File: config.mk
export PLATFORM = sky130hd
export DESIGN_NAME = score_keeper
export DESIGN_NICKNAME = d
export VERILOG_FILES = /design/src/rtl/score_keeper.sv
export SDC_FILE = /design/constraint.sdc
export NUM_CORES = 1
export LEC_CHECK = 0
export ABC_AREA = 0
export BUFFER_PORTS_ARGS = -buffer_cell sky130_fd_sc_hd__buf_2
export CORE_MARGIN = 4
export CORE_UTILIZATION = 28
export CTS_CLUSTER_DIAMETER = 30
export CTS_CLUSTER_SIZE = 14
export DETAILED_ROUTE_END_ITERATION = 7
export HOLD_SLACK_MARGIN = 0.02
export PLACE_DENSITY = 0.47
export SLEW_MARGIN = 30
export SYNTH_ARGS = -nofsm -noshare
export SYNTH_HDL_FRONTEND = slang
export SYNTH_SLANG_ARGS = --single-unit
File: constraint.sdc
create_clock -name clk_vga -period 10 [get_ports clk_vga]
set_clock_uncertainty 0.1 [all_clocks]
set_input_delay 0 -clock clk_vga [delete_from_list [all_inputs] [get_ports clk_vga]]
set_output_delay 0 -clock clk_vga [all_outputs]
set_load 0.05 [all_outputs]
File: src/rtl/score_keeper.sv
// ---------------------------------------------------------------------------
// score_keeper
//   Sums the per-enemy-type score increments into a saturating binary game
//   score, awards a bomb each time the score passes a BOMB_STEP multiple, and
//   converts the score to BCD digits with a sequential double-dabble FSM
//   (one bit per clock) for the on-screen score renderer.
//
// Ports
//   clk_vga       in   pixel/system clock
//   rst           in   asynchronous active-high reset
//   clr_i         in   synchronous game restart; clears all score state
//   en_i          in   accumulation enable (game running)
//   add_score1_i  in   increment from enemy type 1
//   add_score2_i  in   increment from enemy type 2
//   add_score3_i  in   increment from enemy type 3
//   score_o       out  registered binary score, saturates at SCORE_MAX
//   bcd_o         out  BCD score, digit 0 in bits [3:0]
//   bcd_valid_o   out  one-cycle pulse when bcd_o updates
//   busy_o        out  high while a conversion is in progress
//   bomb_award_o  out  one-cycle pulse per bomb granted
// ---------------------------------------------------------------------------
module score_keeper #(
   parameter int ADD_WIDTH   = 8,
   parameter int SCORE_WIDTH = 20,
   parameter int DIGITS      = 6,
   parameter int SCORE_MAX   = 999999,
   parameter int BOMB_STEP   = 1000
) (
   input  logic                   clk_vga,
   input  logic                   rst,
   input  logic                   clr_i,
   input  logic                   en_i,
   input  logic [ADD_WIDTH-1:0]   add_score1_i,
   input  logic [ADD_WIDTH-1:0]   add_score2_i,
   input  logic [ADD_WIDTH-1:0]   add_score3_i,
   output logic [SCORE_WIDTH-1:0] score_o,
   output logic [4*DIGITS-1:0]    bcd_o,
   output logic                   bcd_valid_o,
   output logic                   busy_o,
   output logic                   bomb_award_o
);

   localparam int CNT_W = $clog2(SCORE_WIDTH);
   localparam logic [CNT_W-1:0]     LAST_BIT = CNT_W'(SCORE_WIDTH - 1);
   localparam logic [SCORE_WIDTH-1:0] MAX_S  = SCORE_WIDTH'(SCORE_MAX);
   localparam logic [SCORE_WIDTH:0]   MAX_X  = (SCORE_WIDTH+1)'(SCORE_MAX);
   localparam logic [SCORE_WIDTH:0]   STEP_X = (SCORE_WIDTH+1)'(BOMB_STEP);

   typedef enum logic [1:0] {S_IDLE, S_SHIFT, S_DONE} state_t;

   state_t                 r_state;
   state_t                 w_state_next;
   logic [SCORE_WIDTH-1:0] r_score;
   logic [SCORE_WIDTH:0]   r_threshold;   // one extra bit: may pass SCORE_MAX
   logic [SCORE_WIDTH-1:0] r_snapshot;
   logic [4*DIGITS-1:0]    r_shift;
   logic [CNT_W-1:0]       r_cnt;
   logic [4*DIGITS-1:0]    r_bcd;
   logic                   r_valid;
   logic                   r_bomb;

   logic [ADD_WIDTH+1:0]   w_sum;
   logic [SCORE_WIDTH:0]   w_total;
   logic [SCORE_WIDTH-1:0] w_score_next;
   logic [SCORE_WIDTH:0]   w_score_x;
   logic                   w_award;
   logic [4*DIGITS-1:0]    w_adj;
   logic [4*DIGITS-1:0]    w_shift_next;
   logic                   w_latch;
   logic                   w_step;
   logic                   w_done;

   // Accumulation, widened so neither the sum nor the compare can wrap.
   assign w_sum        = {2'b00, add_score1_i} + {2'b00, add_score2_i} + {2'b00, add_score3_i};
   assign w_total      = {1'b0, r_score} + {{(SCORE_WIDTH-ADD_WIDTH-1){1'b0}}, w_sum};
   assign w_score_next = (w_total > MAX_X) ? MAX_S : w_total[SCORE_WIDTH-1:0];

   // A threshold above SCORE_MAX can never be reached, so awards stop there.
   assign w_score_x = {1'b0, r_score};
   assign w_award   = (w_score_x >= r_threshold) && (r_threshold <= MAX_X);

   // Double-dabble: correct every nibble >= 5, then shift in the next bit.
   generate
      for (genvar gi = 0; gi < DIGITS; gi++) begin : g_adj
         assign w_adj[gi*4 +: 4] = (r_shift[gi*4 +: 4] >= 4'd5) ?
                                   r_shift[gi*4 +: 4] + 4'd3 : r_shift[gi*4 +: 4];
      end
   endgenerate

   assign w_shift_next = {w_adj[4*DIGITS-2:0], r_snapshot[LAST_BIT - r_cnt]};

   always_comb begin
      w_state_next = r_state;
      w_latch      = 1'b0;
      w_step       = 1'b0;
      w_done       = 1'b0;
      if (!clr_i) begin
         case (r_state)
            S_IDLE: begin
               if (r_score != r_snapshot) begin
                  w_latch      = 1'b1;
                  w_state_next = S_SHIFT;
               end
            end
            S_SHIFT: begin
               w_step = 1'b1;
               if (r_cnt == LAST_BIT) w_state_next = S_DONE;
            end
            S_DONE: begin
               w_done       = 1'b1;
               w_state_next = S_IDLE;
            end
            default: w_state_next = S_IDLE;
         endcase
      end else begin
         w_state_next = S_IDLE;
      end
   end

   always_ff @(posedge clk_vga or posedge rst) begin
      if (rst) begin
         r_state <= S_IDLE;
      end else begin
         r_state <= w_state_next;
      end
   end

   always_ff @(posedge clk_vga or posedge rst) begin
      if (rst) begin
         r_score     <= '0;
         r_threshold <= STEP_X;
         r_snapshot  <= '0;
         r_shift     <= '0;
         r_cnt       <= '0;
         r_bcd       <= '0;
         r_valid     <= 1'b0;
         r_bomb      <= 1'b0;
      end else if (clr_i) begin
         r_score     <= '0;
         r_threshold <= STEP_X;
         r_snapshot  <= '0;
         r_shift     <= '0;
         r_cnt       <= '0;
         r_bcd       <= '0;
         r_valid     <= 1'b0;
         r_bomb      <= 1'b0;
      end else begin
         if (en_i) r_score <= w_score_next;

         r_bomb <= w_award;
         if (w_award) r_threshold <= r_threshold + STEP_X;

         if (w_latch) begin
            r_snapshot <= r_score;
            r_shift    <= '0;
            r_cnt      <= '0;
         end
         if (w_step) begin
            r_shift <= w_shift_next;
            r_cnt   <= r_cnt + CNT_W'(1);
         end

         r_valid <= w_done;
         if (w_done) r_bcd <= r_shift;
      end
   end

   assign score_o      = r_score;
   assign bcd_o        = r_bcd;
   assign bcd_valid_o  = r_valid;
   assign busy_o       = (r_state != S_IDLE);
   assign bomb_award_o = r_bomb;

endmodule

# [Word level (Yosys, flattened, before mapping)]
# Cells that the tools add are included.
[op_classes] add_sub_neg=12 order_cmp=10 eq_ne=6 muxes=36 n_reduce_logical=9
[ops] op="24-bit 2-to-1 mux" n=5
[ops] op="20-bit 2-to-1 mux" n=5
[ops] op="21-bit 2-to-1 mux" n=2
[ops] op="4-bit by 3-bit greater-or-equal comparator with 1-bit output, second input constant" n=6
[ops] op="20-bit by 10-bit adder with 21-bit output" n=1
[ops] op="21-bit by 10-bit adder with 21-bit output, second input constant" n=1
[ops] op="20-bit by 21-bit greater-or-equal comparator with 1-bit output" n=1
[ops] op="21-bit by 20-bit greater-than comparator with 1-bit output, second input constant" n=1
[ops] op="21-bit by 20-bit less-or-equal comparator with 1-bit output, second input constant" n=1
[ops] op="4-bit by 2-bit adder with 4-bit output, second input constant" n=5
[ops] op="4-bit 2-to-1 mux" n=5
[ops] op="20-bit != test" n=1
[ops] op="5-bit 2-to-1 mux" n=3
[ops] op="9-bit by 8-bit adder with 10-bit output" n=1
[ops] op="1-bit 2-to-1 mux" n=10
[ops] op="2-bit nonzero test" n=5
[ops] op="8-bit by 8-bit adder with 9-bit output" n=1
[ops] op="5-bit by 6-bit less-than comparator with 1-bit output, second input constant" n=1
[ops] op="2-bit 2-to-1 mux" n=3
[ops] op="3-bit != test, second input constant" n=2
[ops] op="5-bit by 1-bit adder with 5-bit output, second input constant" n=1
[ops] op="1-bit binary-select mux with 5-bit select" n=1
[ops] op="5-bit equality test, second input constant" n=1
[ops] op="5-bit subtractor, first input constant" n=1
[ops] op="9 further kinds" n=9
[totals] regBits=118 out_inout_bits=47

# [Logic depth before layout (Yosys ltp)]
# Gate-level depths: netlist of run 1.
[logic_depth] depth_word=7 ltp_mapped=17

# [Worst setup path after synthesis of run 1]
# OpenSTA, ideal clock, no wires.
[synth_timing] path_kind="flip-flop to flip-flop" start="register r_score[1] (netlist: score_o[1])" end="register r_score[19] (netlist: score_o[19])" setup_ps=120 arrival_time_ps=4110 path_slack_ps=5670 path_stages_with_launch=17 path_buffers=2 synth_period_minus_slack_ps=4330 path_cell_list="dfrtp_1 -> inv_1 -> fa_1 -> inv_1 -> ha_1 -> fa_1 -> a211oi_1 -> o21ai_0 -> o41ai_1 -> o211ai_1 -> a21boi_0 -> o21ai_1 -> a31o_1 -> buf_6 -> a21boi_4 -> buf_6 -> o211a_1"
[synth_between] elab_chain_len=5
[synth_lines] element="start: declaration" line="53" text="logic [SCORE_WIDTH-1:0] r_score;"
[synth_lines] element="start signal: assignment" line="148" text="if (en_i) r_score <= w_score_next;"
[synth_lines] element="20-bit by 10-bit adder with 21-bit output (*)" line="75" text="assign w_total = {1'b0, r_score} + {{(SCORE_WIDTH-ADD_WIDTH-1){1'b0}}, w_sum};"
[synth_lines] element="21-bit by 20-bit greater-than comparator with 1-bit output" line="76" text="assign w_score_next = (w_total > MAX_X) ? MAX_S : w_total[SCORE_WIDTH-1:0];"
[synth_lines] element="20-bit 2-to-1 mux (*)" line="76"
[synth_lines] element="20-bit 2-to-1 mux (*)" line="148"
[synth_lines] element="20-bit 2-to-1 mux (*)" line="138" text="end else if (clr_i) begin"
# Mark *: on every way between the ends. The rest lies on a longest branch, timed or not. The select of a mux whose other input is x is not followed.
# A chain may end at the register's enable or synchronous reset.

# [Worst setup path in the final report of run 1]
[layout_timing] start="register r_score[1] (netlist: score_o[1])" end="register r_score[10] (netlist: score_o[10])"
# The elaborated chain is that of the path after synthesis.

==> run summary, run 1 <==
non-filler cells in the finished layout - 1175
yosys warns - 0
Avg WL per Cell - 16.3 um
most frequent cell after synthesis - dfrtp_1
clk slew on worst S/H paths - 0.06 ns
Critical Path RT - 10.20 ns
Tcrit/Tclk final - 46.2%
total grt overflow - 0
area grow syn2layout - 17.1%
WP data arrival - 4.82 ns
Initial DRT Pass Iterations - 4
most frequent cells after synthesis - 109 x dfrtp_1, 80 x inv_1, 67 x nor2_1, 52 x nand2_1, 44 x ha_1
cell taking the most area after synthesis - dfrtp_1
Die Wd - 170 um
WHS - 0.113 ns
CTS Root Cell - clkbuf_16
Slew @ Worst Pin - 0.933 ns
DR vias - 5751
Core Region - 26000 um^2
clk_lat worst skew - 0.42 ns
Post-CTS Setup Bufs - 0
CP Class - reg -> reg
Critical Path Start - score_o[1]
placed instance count - 1142
ys async rst share - 100%
Seq/Total Area, Yosys - 39.1%
antenna violations before repair - 0
Synth cell types - 62
# hold bufs at CTS - 1
first-pass GRT wire length - 31800 um
Area after DPL - 8040 um^2
Final Cell Area - 8640 um^2
post-synthesis cell area - 7380 um^2
# rows - 59
Period minus WS final - 4.62 ns
Total GRT Usage - 13.6%
clk sinks - 115
number of global-route vias before repair - 5789
CP Max Fanout - 12
die height - 170 um
layout net count - 915
share of layout cells above drive strength 1 - 16.5%
status - finished, final reports clean
Post-Syn Nets - 857
Synth Register Bits - 115
TNS Setup - 0 ns
startpoint type of the worst setup path - flip-flop
Pwr Density - 208 nW/um^2
wirelength, routed - 19100 um
Crit-path slowest cell - fa_1
Starting Density - 28.4%
initial DRC count - 314
area occupied by multi-input gates - 4020 um^2
antenna fix cells - 0
worst IR drop on VDD - 0.0893 mV
largest net degree at the start of global routing - 66
Synth area leaders - dfrtp_1 37%, ha_1 7.5%, xnor2_1 4.7%
H-tree levels - 4
final hold vios - 0
CP Cell Sequence - inv_1 > fa_1 > inv_1 > ha_1 > fa_1 > a211oi_1 > o21ai_0 > o41ai_1 > o211ai_1 > a21boi_0 > o21ai_1 > a31o_1 > a21boi_4 > a2111oi_2
cells after synthesis - 769
Synth Area per Inst - 9.60 um^2
DR DRC count - 0
Post-synth top flop - dfrtp_1
HPWL Detailed - 13300 um
die area - 29000 um^2
slowest stage delay, CP - 0.54 ns
Max Freq - 0.216 GHz
worst min-delay path class - in -> async
post-CTS sizing - 0
Final Max Slew Viols - 0
DR vias/cell - 4.89
Num CTS Buffers - 17
Max Root-Sink Buffers - 2
Worst Setup End Kind - flip-flop
RSZ-0062 raised after global routing - no
Port-buffer cells - 74
Rel. slew slack - 37.7%
Detail Route Antenna Nets - 0
Reg area - 2890 um^2
CTS tree - done
number of flops mapped to enable cells by yosys - 0
top cell type's share of synthesized area - 37.0%
Fill cells - 2693
MaxCap Viol Count - 0
setup violation total in the final timing report - 0
Static Leakage - 4.04 nW
RePlAce Congestion - 0.830
io pins - 75
RR Startpoint - score_o[1]
-- path summary, 6_finish.rpt --
check / endpoint / cells after the start / slack, ns
hold reg to reg: bcd_o[22] / 1 / 0.39
setup / recovery: score_o[10] / 14 / 5.38
setup reg to reg: score_o[10] / 14 / 5.38
max in group asynchronous: score_o[6] / 4 / 8.36
hold / removal: r_shift[17] / 3 / 0.11
min in group clk_vga: score_o[14] / 3 / 0.11
-- metrics by stage --
stage | power, mW | setup slack (ns) | utilization, %
floorplan | 1.02 | 5.67 | -
global placement | 1.20 | 5.43 | 30.9
detailed placement | 1.19 | 5.36 | 30.9
CTS | 1.82 | 5.38 | 33.2
global route | 1.91 | 5.06 | 33.2
finish | 1.80 | 5.38 | 33.2
-- critical path: cells and delay by family (launching register included) --
kind            cells  cell delay, ns
compound gates      9            2.63
fa+ha+maj           3            1.20
buf+inv             2            0.15
flops               1            0.42
-- logic make-up (layout without fill, tap and decap cells) --
group / count (synthesis) / in the layout / share of synthesized area (%)
AND/OR/NAND/NOR: 208 / 208 / 13.5
AO/OA/AOI/OAI: 181 / 181 / 17.7
buffers and inverters: 121 / 192 / 6.56
flip-flops: 115 / 115 / 39.1
adder cells (fa/ha/maj): 60 / 60 / 11.8
XOR/XNOR: 57 / 57 / 6.77
multiplexers: 27 / 27 / 4.51
-- flip-flops by register name (all words and copies together), names as in the netlist --
name / flops
bcd_o: 24
r_shift: 24
r_snapshot: 20
r_state: 2
r_cnt: 5
score_o: 20
bcd_valid_o: 1
bomb_award_o: 1
r_threshold: 18
-- layout make-up --
type | count | area share [%]
clock inverter | 13 | 1.72
sequential | 115 | 33.4
tap | 335 | 4.85
multi-input combinational | 533 | 46.6
timing repair buffer | 80 | 4.84
inverter | 80 | 3.50
clock buffer | 19 | 5.13
-- per-layer routing --
layer	track usage (%)	up-vias	part of all wire [%]
met5	0	-	0
met1	18.9	2786	49
met2	22.0	114	46
met3	2.62	18	3.5
li1	-	2833	-
met4	3.26	0	1.1
-- where the power goes --
| part | total (mW) | internal [mW] | switching [mW] |
|---|---|---|---|
| combinational | 0.629 | 0.225 | 0.404 |
| sequential | 0.548 | 0.494 | 0.0542 |
| clock | 0.620 | 0.377 | 0.243 |
| total | 1.80 | 1.10 | 0.701 |
-- cells in the final DEF, fill, tap and decap left out, types with 4 or more instances in the layout --
master,n
a2111oi_0,6
nand3_1,17
o21ai_0,19
a31o_1,7
nor2_1,67
a211oi_1,8
a22o_1,24
a21oi_1,36
nor3_1,14
and3_1,5
nand2b_1,8
o21a_1,8
o211ai_1,8
nor2b_1,4
buf_4,5
mux4_2,5
buf_2,74
and4_1,4
ha_1,44
clkbuf_16,17
nor4_1,8
xor2_1,17
fa_1,16
dfrtp_1,109
nand4_1,8
mux2i_1,22
dfstp_2,6
xnor2_1,40
inv_6,4
o31ai_1,8
inv_1,79
or3_1,5
nand2_1,52
a21o_1,5
o22ai_1,18
a32o_1,6
o32ai_1,6
Note: power is estimated with default switching activity, not from simulation.
==> run 2, diff against run 1 <==
==> constraint.sdc (replaced) <==
create_clock -name clk_vga -period 4.4 [get_ports clk_vga]
set_clock_uncertainty 0.1 [all_clocks]
set_input_delay 0 -clock clk_vga [delete_from_list [all_inputs] [get_ports clk_vga]]
set_output_delay 0 -clock clk_vga [all_outputs]
set_load 0.05 [all_outputs]
==> run 2 against run 1 <==
Against the previous run:
- global-route usage decreased by 0.17 points
- critical endpoint unchanged
- via count increased by 1.4%
- critical path depth increased by 2
- sequential share of layout area decreased by 0.99 points
- die area unchanged
- final cell count increased by 2.5%
- hold slack got worse by 0.010 ns
- total power increased by 140%
- combinational power increased to 2.5 times the previous value
- highest routed layer unchanged
==> run summary, run 2 (synthesis results as in run 1) <==
CP Class - reg -> reg
CP Max Fanout - 12 (unchanged)
clk_lat worst skew - 0.42 ns (about the same)
Rel. slew slack - 48.7% (+11 points)
setup violation total in the final timing report - 0 (unchanged)
Starting Density - 28.4% (unchanged)
Static Leakage - 4.22 nW (+4.5%)
Initial DRT Pass Iterations - 4 (unchanged)
io pins - 75 (unchanged)
Final Max Slew Viols - 0 (unchanged)
met1 wire length - 9200 um (-2.5%)
clk sinks - 115 (unchanged)
DR vias - 5834 (+1.4%)
die area - 29000 um^2 (unchanged)
r2r setup slk - 0.27 ns (-5.10 ns)
CTS tree - done
Avg WL per Cell - 15.7 um (-3.2%)
Die Wd - 170 um (unchanged)
Total GRT Usage - 13.5% (-0.17 points)
Period minus WS final - 4.13 ns (-0.495 ns)
die height - 170 um (unchanged)
Worst Setup End Kind - flip-flop
area grow syn2layout - 20.7%
H-tree levels - 4 (unchanged)
worst min-delay path class - in -> reg
RSZ-0062 raised after global routing - no
DR DRC count - 0 (unchanged)
total grt overflow - 0 (unchanged)
status - finished, final reports clean
WP data arrival - 4.33 ns (-0.49 ns)
met3 WL - 696 um (+3.0%)
# rows - 59 (unchanged)
Core Region - 26000 um^2 (unchanged)
Num CTS Buffers - 17 (unchanged)
largest net degree at the start of global routing - 82 (+24%)
Tcrit/Tclk final - 93.8% (+48 points)
most common cell after layout, fill and taps aside - dfrtp_1
Detail Route Antenna Nets - 0 (unchanged)
number of global-route vias before repair - 5826 (+0.64%)
startpoint type of the worst setup path - flip-flop
Port-buffer cells - 74 (unchanged)
Area after DPL - 8260 um^2 (+2.8%)
worst IR drop on VDD - 0.222 mV (+150%)
Pwr Density - 476 nW/um^2 (+130%)
met2 routed WL - 8860 um (+0.95%)
wirelength, routed - 18900 um (-0.82%)
top routing layer used - met4
initial DRC count - 276 (-12%)
most frequent cells in the layout - 109 x dfrtp_1, 79 x inv_1, 74 x buf_2
first-pass GRT wire length - 31400 um (-1.2%)
CTS Root Cell - clkbuf_16
MaxCap Viol Count - 0 (unchanged)
DR vias/cell - 4.85 (-1.0%)
share of layout cells above drive strength 1 - 19.2% (+2.7 points)
Slew @ Worst Pin - 0.770 ns (-0.163 ns)
Max Freq - 0.242 GHz (+12%)
Max Root-Sink Buffers - 2 (unchanged)
antenna fix cells - 0 (unchanged)
final hold vios - 0 (unchanged)
clk slew on worst S/H paths - 0.05 ns (about the same)
antenna violations before repair - 0 (unchanged)
layout net count - 945 (+3.3%)
HPWL Detailed - 13100 um (-0.94%)
Final Cell Area - 8900 um^2 (+3.1%)
TNS Setup - 0 ns (unchanged)
Critical Path RT - 4.61 ns (-5.59 ns)
RePlAce Congestion - 0.776 (-6.5%)
[run 2: cell types whose count changed in the layout (fill, tap and decap cells not counted), sizes merged, moves of 2 or more]
cell	delta
clkinv	+2
inv	-3
buf	+29
bufinv	+2
clkinvlp	-3
[run 2: final timing paths]
check | startpoint | end | cells past startpoint
setup / recovery | score_o[1] | score_o[10] | 16
hold reg to reg | r_threshold[20] | r_threshold[20] | 1
hold / removal | en_i | score_o[8] | 2
min in group asynchronous | rst | r_threshold[14] | 3
max in group asynchronous | rst | r_snapshot[11] | 4
setup reg to reg | score_o[1] | score_o[10] | 16
[run 2: area by class of cell]
type                       instances  area [um^2]
fill                            2661        17100
sequential                       115         2890
tap                              335          419
timing repair buffer             110          658
clock inverter                    11          159
multi-input combinational        533         4030
clock buffer                      20          447
inverter                          80          305
[run 2: per-stage QoR]
step	setup slack, ns	power, mW	util, %	cells	hold WS (ns)
after global routing	0.00282	4.50	34.3	1204	0.132
final	0.275	4.23	34.3	1204	0.103
after detailed placement	0.0673	2.80	31.8	1170	0.122
after floorplan	0.0696	2.33	-	769	0.327
after global placement	0.164	2.81	31.8	1170	0.248
after CTS	0.157	4.28	34.2	1203	0.0755
[run 2: what timing repair did]
| action | CTS | global route |
|---|---|---|
| hold buffers | 2 | 0 |
| hold endpoints to repair | 80 | 0 |
| endpoints found under the setup margin | 0 | 1 |
| gates resized for setup | 0 | 2 |
| buffers inserted | 0 | 1 |
[run 2: worst max-delay path, stage by stage (launching register included)]
cell and delay (ns):
dfrtp_1 0.36, inv_1 0.08, fa_1 0.53, inv_1 0.04, ha_1 0.23, fa_1 0.40, a211oi_1 0.25, buf_4 0.16
o21ai_0 0.14, o41ai_2 0.38, o211ai_1 0.17, a21boi_1 0.20, o21ai_1 0.10, a31o_1 0.25, a21boi_4 0.15, buf_12 0.15
a2111oi_2 0.33
[run 2: power breakdown]
group | internal [mW] | switching (mW)
clock network | 0.954 | 0.500
registers | 1.12 | 0.0762
logic | 0.615 | 0.967
[run 2: layer usage]
layer | vias to the layer above | GRT usage (%)
met5 | - | 0
met4 | 0 | 3.78
met3 | 14 | 2.58
met2 | 102 | 21.6
met1 | 2821 | 18.6
li1 | 2897 | -
==> run 3, diff against run 2 <==
==> constraint.sdc (replaced) <==
create_clock -name clk_vga -period 4.2 [get_ports clk_vga]
set_clock_uncertainty 0.1 [all_clocks]
set_input_delay 0 -clock clk_vga [delete_from_list [all_inputs] [get_ports clk_vga]]
set_output_delay 0 -clock clk_vga [all_outputs]
set_load 0.05 [all_outputs]
==> run 3 against run 2 <==
Against the previous run:
- critical path depth unchanged
- highest routed layer unchanged
- final cell count is 0.75% higher
- die area unchanged
- total power increased by 5.1%
- largest power group unchanged
- maximum frequency grew 3.0%
- critical path type unchanged
- core utilization up 0.33 points
- via count up 0.41%
- hold slack worse by 0.027 ns
- combinational power is 7% higher
- first-iteration DRC count grew 37%
- setup slack lost 0.081 ns
- critical endpoint unchanged
==> run summary, run 3 (synthesis results as in run 1) <==
status - finished, final reports clean
CP Max Fanout - 12 (unchanged)
CP Class - reg -> reg
Max Freq - 0.250 GHz (+3.0%)
Static Leakage - 4.26 nW (+0.95%)
io pins - 75 (unchanged)
clk slew on worst S/H paths - 0.06 ns (about the same)
WP data arrival - 4.22 ns (-0.11 ns)
layout net count - 954 (+0.95%)
Initial DRT Pass Iterations - 4 (unchanged)
RSZ-0062 raised after global routing - no
Critical Path RT - 4.41 ns (-0.20 ns)
wirelength, routed - 18800 um (-0.64%)
HPWL Detailed - 13500 um (+3.1%)
Avg WL per Cell - 15.5 um (-1.4%)
Num CTS Buffers - 17 (unchanged)
Slew @ Worst Pin - 0.885 ns (+0.116 ns)
CTS Root Cell - clkbuf_16
antenna fix cells - 0 (unchanged)
first-pass GRT wire length - 31700 um (+0.88%)
met1 wire length - 8860 um (-3.7%)
total grt overflow - 0 (unchanged)
Worst Setup End Kind - flip-flop
worst min-delay path class - in -> reg
# rows - 59 (unchanged)
Period minus WS final - 4.01 ns (-0.119 ns)
Die Wd - 170 um (unchanged)
RePlAce Congestion - 0.819 (+5.6%)
met3 WL - 906 um (+30%)
die height - 170 um (unchanged)
Final Cell Area - 8990 um^2 (+0.96%)
final core utilization - 34.6% (+0.33 points)
Post-CTS Setup Bufs - 0 (unchanged)
Starting Density - 28.4% (unchanged)
pre-CTS setup slack - -0.0633 ns (-0.131 ns)
setup violation total in the final timing report - 0 (unchanged)
CTS tree - done
setup slack after layout - 0.194 ns (-0.0809 ns)
clk_lat worst skew - 0.42 ns (about the same)
share of layout cells above drive strength 1 - 20.6% (+1.4 points)
startpoint type of the worst setup path - flip-flop
final hold vios - 0 (unchanged)
DR DRC count - 0 (unchanged)
area grow syn2layout - 21.8%
Port-buffer cells - 74 (unchanged)
DR vias - 5858 (+0.41%)
worst IR drop on VDD - 0.239 mV (+7.6%)
H-tree levels - 4 (unchanged)
top routing layer used - met4
clk sinks - 115 (unchanged)
DR vias/cell - 4.83 (-0.33%)
MaxCap Viol Count - 0 (unchanged)
antenna violations before repair - 0 (unchanged)
number of global-route vias before repair - 5977 (+2.6%)
total power - 4.45 mW (+5.1%)
largest net degree at the start of global routing - 53 (-35%)
initial DRC count - 378 (+37%)
die area - 29000 um^2 (unchanged)
Total GRT Usage - 13.7% (+0.21 points)
Tcrit/Tclk final - 95.4% (+1.6 points)
Core Region - 26000 um^2 (unchanged)
met2 routed WL - 8930 um (+0.71%)
Detail Route Antenna Nets - 0 (unchanged)
Area after DPL - 8330 um^2 (+0.80%)
Rel. slew slack - 40.5% (-8.2 points)
Pwr Density - 495 nW/um^2 (+4.1%)
Max Root-Sink Buffers - 2 (unchanged)
Final Max Slew Viols - 0 (unchanged)
most frequent cells in the layout - 108 x dfrtp_1, 79 x inv_1, 74 x buf_2
most common cell after layout, fill and taps aside - dfrtp_1
[run 3: changes by cell type in the layout (fill, tap and decap cells not counted), sizes merged]
cell	before	now
buf	108	117
clkbuf	20	17
inv	81	84
clkinvlp	0	2
bufinv	4	3
clkinv	6	5
[run 3: final cells by class]
type / count / area (um^2)
Tap cell: 335 / 419
Clock inverter: 14 / 176
Timing Repair Buffer: 119 / 733
Sequential cell: 115 / 2890
Multi-Input combinational cell: 533 / 4050
Inverter: 80 / 303
Fill cell: 2698 / 17000
Clock buffer: 17 / 425
[run 3: critical path, cell delays in order, from the launching register on]
cell and delay, ns:
dfrtp_2 0.35, inv_1 0.07, fa_1 0.54, inv_1 0.04
ha_1 0.22, fa_1 0.40, a211oi_1 0.27, buf_4 0.16
nor3_1 0.06, or2_2 0.35, o31ai_2 0.18, and4_4 0.24
o21ai_1 0.06, a31o_1 0.23, a21boi_4 0.14, buf_12 0.14
a2111oi_2 0.33
[run 3: worst paths after layout]
path,start,endpoint,slack (ns),cells past startpoint
max,score_o[1],score_o[10],0.19,16
min,en_i,score_o[6],0.08,2
max reg2reg,score_o[1],score_o[10],0.19,16
min reg2reg,bcd_o[16],bcd_o[16],0.39,1
max in group asynchronous,rst,r_shift[7],2.93,4
min in group asynchronous,rst,r_shift[18],0.15,3
[run 3: what timing repair did]
| item | CTS | global route |
|---|---|---|
| endpoints found under the hold margin | 54 | 0 |
| hold buffers | 2 | 0 |
| setup endpoints to repair | 0 | 15 |
| resized for setup | 0 | 6 |
[run 3: metrics by stage]
step / TNS [ns] / cells / hold slack [ns]
after detailed placement: -0.0633 / 1179 / 0.0827
after global placement: 0 / 1179 / 0.0855
after floorplan: 0 / 769 / 0.327
final: 0 / 1213 / 0.0768
after CTS: 0 / 1212 / 0.0585
after global routing: 0 / 1213 / 0.137
[run 3: metal layers]
metal | global-route usage, % | vias up
met1 | 18.6 | 2814
met4 | 3.75 | 0
met2 | 22.1 | 117
met3 | 2.88 | 7
li1 | - | 2920
met5 | 0 | -
[run 3: report_power, final]
part           switching (mW)  leakage, nW  total (mW)  internal [mW]
combinational            1.01         2.40        1.69          0.679
clock                   0.566        0.290        1.50          0.936
sequential             0.0848         1.57        1.26           1.18
total                    1.66         4.26        4.45           2.79
